### src/rtl/serializador_pkg.sv
// Types and defaults shared by the serializer and the downstream registrador.
package serializador_pkg;
  typedef enum logic {IDLE = 1'b0, SHIFT = 1'b1} state_t;
  localparam int DEF_WIDTH = 4;
  localparam int REG_WIDTH = 4;
endpackage

### src/rtl/serializador.sv
// Parallel-to-serial converter with a one-word holding buffer so words stream gap-free.
module serializador
  import serializador_pkg::*;
#(
  parameter int WIDTH     = DEF_WIDTH,
  parameter bit MSB_FIRST = 1'b1
) (
  input  logic             clock,
  input  logic             reset,
  input  logic [WIDTH-1:0] data_in,
  input  logic             load_valid,
  output logic             load_ready,
  output logic             serial_out,
  output logic             frame_out,
  output logic             busy
);

  localparam int CW = $clog2(WIDTH);
  localparam logic [CW-1:0] LAST = CW'(WIDTH - 1);

  state_t           state;
  logic [CW-1:0]    cnt;
  logic [WIDTH-1:0] sr;
  logic [WIDTH-1:0] buf_q;
  logic             buf_full;
  logic             accept;

  function automatic logic first_bit(input logic [WIDTH-1:0] w);
    return MSB_FIRST ? w[WIDTH-1] : w[0];
  endfunction

  function automatic logic [WIDTH-1:0] shifted(input logic [WIDTH-1:0] w);
    return MSB_FIRST ? (w << 1) : (w >> 1);
  endfunction

  assign load_ready = ~buf_full;
  assign accept     = load_valid & load_ready;
  assign busy       = (state == SHIFT);

  // The first bit is driven straight into serial_out on load, so sr only
  // holds the bits still to come; that keeps serial_out registered with no bubble.
  always_ff @(posedge clock or negedge reset) begin
    if (!reset) begin
      state      <= IDLE;
      cnt        <= '0;
      sr         <= '0;
      buf_q      <= '0;
      buf_full   <= 1'b0;
      serial_out <= 1'b0;
      frame_out  <= 1'b0;
    end else begin
      frame_out <= 1'b0;
      case (state)
        IDLE: begin
          if (accept) begin
            sr         <= shifted(data_in);
            serial_out <= first_bit(data_in);
            cnt        <= '0;
            state      <= SHIFT;
          end
        end
        SHIFT: begin
          if (cnt != LAST) begin
            serial_out <= first_bit(sr);
            sr         <= shifted(sr);
            cnt        <= cnt + CW'(1);
            if (accept) begin
              buf_q    <= data_in;
              buf_full <= 1'b1;
            end
          end else begin
            frame_out <= 1'b1;
            cnt       <= '0;
            if (buf_full) begin
              sr         <= shifted(buf_q);
              serial_out <= first_bit(buf_q);
              buf_q      <= '0;
              buf_full   <= 1'b0;
            end else if (accept) begin
              sr         <= shifted(data_in);
              serial_out <= first_bit(data_in);
            end else begin
              sr         <= '0;
              serial_out <= 1'b0;
              state      <= IDLE;
            end
          end
        end
        default: state <= IDLE;
      endcase
    end
  end

endmodule

### config.mk
export PLATFORM = sky130hd
export DESIGN_NAME = serializador
export DESIGN_NICKNAME = d
export VERILOG_FILES = /design/src/rtl/serializador_pkg.sv /design/src/rtl/serializador.sv
export SDC_FILE = /design/constraint.sdc
export NUM_CORES = 1
export LEC_CHECK = 0
export BUFFER_PORTS_ARGS = -buffer_cell sky130_fd_sc_hd__buf_2
export CORE_AREA = 2 2 39 41
export DETAILED_ROUTE_END_ITERATION = 8
export DIE_AREA = 0 0 41 43
export PLACE_DENSITY = 0.79
export SETUP_SLACK_MARGIN = 0.1
export SYNTH_ARGS = -nofsm -noshare
export SYNTH_HDL_FRONTEND = slang
export SYNTH_SLANG_ARGS = --single-unit
### constraint.sdc
create_clock -name clock -period 2.5 [get_ports clock]
set_input_delay 0.125 -clock clock [delete_from_list [all_inputs] [get_ports clock]]
set_output_delay 0.125 -clock clock [all_outputs]
set_load 0.1 [all_outputs]
==> run metrics, run 1 <==
I/O pin total 11; CP max stage delay 680 ps; final wirelength 1308 µm; FF+latch count, synth 13; cell count of the worst reg-to-reg path 4; Max H-tree Level 1; PD cells 1474 mW/mm²; Syn-to-layout area delta 11.09%; Site Rows 14; warnings from Yosys 0; hold depth 3; vias in the first global route 494; R2R Path Start cnt[0]; final number of hold-violating endpoints 0; Startpoint Class flop; final setup fails 0; crit path max fanout 19; vias 540; Core Footprint 0.001384 mm²; Design Power 1.071 mW; post-synthesis sequential area ratio 0.4971; Most Used Layer, Global Route met2; initial core utilization 0.4729; Avg Inst Size Synth 10.39 µm²; Hold/Removal Path Class in2reg; Final Skew 1.284 ps; clk_lat worst skew 280 ps; critical-path cell list buf_2; Max Slew Vio Count 0; cell area after synthesis 654.4 µm²; layout cell share with drive strength beyond 1 0.1781; first-pass GRT wire length 2056 µm; final worst-path cycle share 0.6486; total grt overflow 0; Reg2Reg Setup Slack 1040 ps; Worst Max-Slew Pin Slew 532.5 ps; clk buf depth 2; global-route track usage on met2 0.2563; Final Critical Period 1621 ps; WL per Instance 14.70 µm; setup TNS 0 ps; ant diodes 0; Synth Net Count 71; CP endpoint busy; Worst-path clk slew 80 ps; delay-heaviest family, CP flip-flops; die height 43 µm; I/O Buffers 10; die area 0.001763 mm²; Lkg Pwr 0.3500 nW; largest net degree at the start of global routing 20; clock sinks 13; Req. time, crit path 2380 ps; Pre-Repair DR Iteration Count 4; Crit. Startpoint busy; met3 usage 0.06283; Crit Reg-Reg Endpoint buf_q[3]; 1st-iter DRT viols 18; Setup CP Type reg2out; CP bufs+invs 1; Critical Path End Type output pin; via/cell ratio 6.067; post-DP HPWL 892.2 µm; Syn Inst Count 63; worst vdd ir 655.7 µV; Post-layout nets 82; CTS tree yes; Max-slew headroom 0.6450; Worst path slowest cell dfrtp_1; status complete, no violations; met1 Track Usage GR 0.2007; Post-route DRC 0; max_cap viols 0; gr usage total 0.1768; initial antenna violation count 0; RSZ-0062 raised after global routing false; Die Wd 41 µm; Routability Congestion 0.7665; Post-Route Utilization 0.5253; cts bufs inserted 3; critical path depth 1; CTS Root Cell clkbuf_4; post-route ant nets 0; Synth cell types 21; CP arrival 1500 ps; Max Clock Freq 616.8 MHz
==> routing by layer <==
metal	wire (µm)	vias up	share of wire
li1	-	252	-
met1	610	271	0.47
met2	614	12	0.47
met3	46	5	0.035
met4	37	0	0.028
met5	0	-	0
==> kinds of logic (layout without fill, tap and decap cells) <==
logic type                 count (synthesis)  in the layout  share of synthesized area
adders and majority gates                  1              1                    0.01912
buffers and inverters                      7             17                    0.06310
and+or+nand+nor                           15             15                     0.1128
DFF                                       13             13                     0.4971
muxes                                      4              4                    0.06119
AOI/OAI and AO/OA                         23             23                     0.2466
==> worst min path at each step <==
stage | from | endpoint | slack (ps)
floorplan | reset | buf_full | -170
global placement | reset | buf_q[1] | 30
detailed placement | reset | buf_q[1] | 20
CTS | data_in[0] | sr[1] | 170
global route | data_in[0] | sr[1] | 190
finish | data_in[0] | sr[1] | 170
==> cell type report <==
cell class	count	area (µm²)
clock buffers	4	26.28
fillers	131	656.9
inverters	2	7.507
multi-input cells	43	287.8
flip-flops and latches	13	325.3
well taps	16	20.02
repair buffers	11	60.06
==> cell usage after synthesis <==
cell,n,area share
nand2b_1,2,0.019
o221ai_1,3,0.040
o2bb2ai_1,4,0.054
nor2b_1,2,0.019
a21oi_1,4,0.031
and3b_1,1,0.013
dfrtp_1,13,0.50
buf_2,3,0.023
ha_1,1,0.019
o22ai_1,4,0.038
mux2i_1,4,0.061
inv_1,2,0.011
buf_6,1,0.017
a22oi_1,3,0.034
a32oi_1,2,0.027
nor2_1,2,0.011
and2_1,1,0.0096
o21ai_0,2,0.015
buf_4,1,0.011
nand2_1,7,0.040
o21ai_1,1,0.0076
==> cell usage in the layout (no fill, tap or decap), types with 3 or more instances in the layout <==
master	count
dfrtp_1	13
buf_2	10
nand2_1	7
a21oi_1	4
mux2i_1	4
o22ai_1	4
o2bb2ai_1	4
o221ai_1	3
a22oi_1	3
clkbuf_4	3
==> worst reg2reg max path, stage by stage, from the launching register on <==
cell and delay, ps:
dfrtp_1 380, ha_1 430, nor2b_1 100, o21ai_1 300, o2bb2ai_1 170
==> stage by stage <==
| stage | setup WS, ps | instances | hold slack (ps) | area, µm² |
|---|---|---|---|---|
| 5_1_grt | 838.5 | 89 | 189.2 | 726.9 |
| 3_3_place_gp | 1084 | 84 | 27.23 | 690.7 |
| 3_5_place_dp | 1072 | 84 | 23.34 | 690.7 |
| 6_report | 878.6 | 89 | 166.5 | 726.9 |
| 2_1_floorplan | 844.2 | 63 | -170.6 | 654.4 |
| 4_1_cts | 904.3 | 89 | 165.7 | 726.9 |
==> timing repair <==
| action | CTS | global route |
|---|---|---|
| gates resized for setup | 0 | 0 |
| hold buffers | 1 | 0 |
| hold endpoints to repair | 13 | 0 |
| setup buffers | 0 | 0 |
==> state kept, by name (all words and copies together) (netlist names) <==
signal,flops
cnt,2
sr,3
busy,1
buf_full,1
serial_out,1
buf_q,4
frame_out,1
==> power breakdown <==
part / leakage (nW) / switching, mW / internal, mW
clock network: 0.0150 / 0.0707 / 0.0620
logic: 0.174 / 0.368 / 0.167
registers: 0.161 / 0.100 / 0.302
Power figures use the tool's default switching activity.
==> run 2: changes to the inputs <==
==> constraint.sdc (replaced) <==
create_clock -name clock -period 1.6 [get_ports clock]
set_input_delay 0.08 -clock clock [delete_from_list [all_inputs] [get_ports clock]]
set_output_delay 0.08 -clock clock [all_outputs]
set_load 0.1 [all_outputs]
==> run 2 against run 1 <==
Sequential power is 51% higher. Final cell count rose by 1.1%. Via count decreased by 4.3%. Critical path type unchanged. Largest power group unchanged.
==> run metrics, run 2 (synthesis gave the netlist of run 1 again) <==
die height 43 µm (unchanged); post-route setup slack 194.5 ps (-684.1 ps); via/cell ratio 5.744 (-5.3%); layout cell share with drive strength beyond 1 0.2162 (+0.03813); Post-Route Utilization 0.5335 (+0.008138); Final Critical Period 1405 ps; largest registers buf_q: 4 flops, sr: 3 flops, cnt: 2 flops; cts bufs inserted 3 (unchanged); Core Footprint 0.001384 mm² (unchanged); Hold/Removal Path Class in2reg; Post-layout nets 83 (+1.2%); 1st-iter DRT viols 5 (-13); commonest non-fill, non-tap cell in the layout dfrtp_1; Final Skew 0.4842 ps (-0.8000 ps); Pre-Repair DR Iteration Count 4 (unchanged); die area 0.001763 mm² (unchanged); Startpoint Class flop; post-DP HPWL 904.3 µm (+1.4%); Clock Power Share 0.116 (-0.008); Max-slew headroom 0.6773 (+0.03229); vias in the first global route 468 (-5.3%); Site Rows 14 (unchanged); max_cap viols 0 (unchanged); Critical Path End Type output pin; I/O Buffers 10 (unchanged); Req. time, crit path 1520 ps (-860 ps); Crit. Startpoint busy; Pint 855.3 µW (+61%); Syn-to-layout area delta 12.81%; Worst Max-Slew Pin Slew 487.4 ps (-45.09 ps); CP bufs+invs 1 (unchanged); net switching share of the total power 0.4963 (-0.007438); routed length on met3 61 µm (+33%); pre-CTS setup slack 250.7 ps (-821.7 ps); cell count of the worst reg-to-reg path 4 (unchanged); final setup fails 0 (unchanged); Max H-tree Level 1 (unchanged); I/O pin total 11 (unchanged); RSZ-0062 raised after global routing false; status complete, no violations; critical-path cell list buf_2; Post-CTS Setup Inserts 0 (unchanged); clock sinks 13 (unchanged); total grt overflow 0 (unchanged); combinational share of power 0.526 (+0.026); Worst Hold Slack 141.7 ps (-24.80 ps); Max Clock Freq 711.5 MHz; ant diodes 0 (unchanged); CTS Root Cell clkbuf_4; final worst-path cycle share 0.8784; first-pass GRT wire length 2014 µm (-2.0%); WL per Instance 14.78 µm (+0.55%); max reg flops 4 (unchanged); worst vdd ir 828.0 µV (+26%); part of the power in registers 0.358 (-0.018); Worst-path clk slew 70 ps (about the same); initial core utilization 0.4729 (unchanged); final non-filler cell total 90 (+1.1%); crit path max fanout 19 (unchanged); Die Wd 41 µm (unchanged); clk_lat worst skew 270 ps (about the same); final wirelength 1330 µm (+1.7%); PD cells 2300 mW/mm² (+56%); Crit Reg-Reg Endpoint buf_q[1]; largest net degree at the start of global routing 20 (unchanged); delay-heaviest family, CP flip-flops; initial antenna violation count 0 (unchanged); Lkg Pwr 0.3522 nW (+0.61%); dpl cells 85 (+1.2%); gr usage total 0.1714 (-0.005401); DR top layer met4; Reg2Reg Setup Slack 340 ps (-700 ps); R2R Path Start cnt[0]; CTS tree yes; Post-route DRC 0 (unchanged); Setup CP Type reg2out; Worst path slowest cell dfrtp_2; setup TNS 0 ps (unchanged); final number of hold-violating endpoints 0 (unchanged); most frequent cells in the layout dfrtp_1 (12), buf_2 (10), nand2_1 (7); clk buf depth 2 (unchanged); CP arrival 1330 ps (-170 ps); Routability Congestion 0.7889 (+2.9%); Sw Pwr 842.7 µW (+56%); post-route ant nets 0 (unchanged); Max Slew Vio Count 0 (unchanged); Met2 Routed Length 628 µm (+2.3%); met1 wire length 613 µm (+0.49%); critical path depth 1 (unchanged); vias 517 (-4.3%); Biggest register buf_q; CP max stage delay 560 ps (-120 ps); CP endpoint busy
[run 2: changes by cell type in the layout (fill, tap and decap cells not counted)]
cell | previous run | this run
buf_4 | 0 | 1
dfrtp_1 | 13 | 12
dfrtp_2 | 0 | 1
ha_1 | 1 | 0
ha_2 | 0 | 1
[run 2: per-layer routing]
| metal | vias up | GRT usage |
|---|---|---|
| met5 | - | 0 |
| met4 | 0 | 0.1000 |
| met3 | 5 | 0.03141 |
| met2 | 16 | 0.2531 |
| met1 | 238 | 0.2237 |
| li1 | 258 | - |
[run 2: repair_timing]
item                                    4_1_cts  5_1_grt
resized for setup                             0        1
endpoints found under the hold margin        13        0
endpoints found under the setup margin        0        2
hold buffers                                  1        0
[run 2: worst min-delay path by stage]
stage	start	endpoint	slack, ps	cells past startpoint
3_3_place_gp	reset	buf_full	-20	1
4_1_cts	data_in[3]	buf_q[3]	140	3
6_report	data_in[0]	sr[1]	140	3
3_5_place_dp	reset	buf_q[3]	-20	1
2_1_floorplan	reset	buf_full	-220	0
5_1_grt	data_in[0]	sr[1]	160	3
[run 2: power by group through the flow]
| stage | Combinational, mW | Sequential, mW | Clock (mW) |
|---|---|---|---|
| after floorplan | 0.566 | 0.783 | 0 |
| after global placement | 0.868 | 0.600 | 0 |
| after detailed placement | 0.881 | 0.608 | 0 |
| after CTS | 0.885 | 0.601 | 0.204 |
| after global routing | 0.973 | 0.629 | 0.217 |
| final | 0.893 | 0.608 | 0.197 |
[run 2: layout make-up]
| cell class | count | area [µm²] |
|---|---|---|
| clock buffer | 4 | 26.28 |
| timing repair buffer | 12 | 67.56 |
| multi-input combinational | 43 | 290.3 |
| tap | 16 | 20.02 |
| sequential | 13 | 326.6 |
| inverter | 2 | 7.507 |
| fill | 134 | 645.6 |
[run 2: worst min-delay path, delay by kind of cell]
family	cells	cell delay, ps
compound gates	1	120
buf+inv	1	100
mux	1	70
[run 2: stage by stage]
step	total power, mW	cell area [µm²]
2_1_floorplan	1.349	655.6
3_3_place_gp	1.467	699.4
3_5_place_dp	1.489	699.4
4_1_cts	1.690	735.7
5_1_grt	1.819	738.2
6_report	1.698	738.2
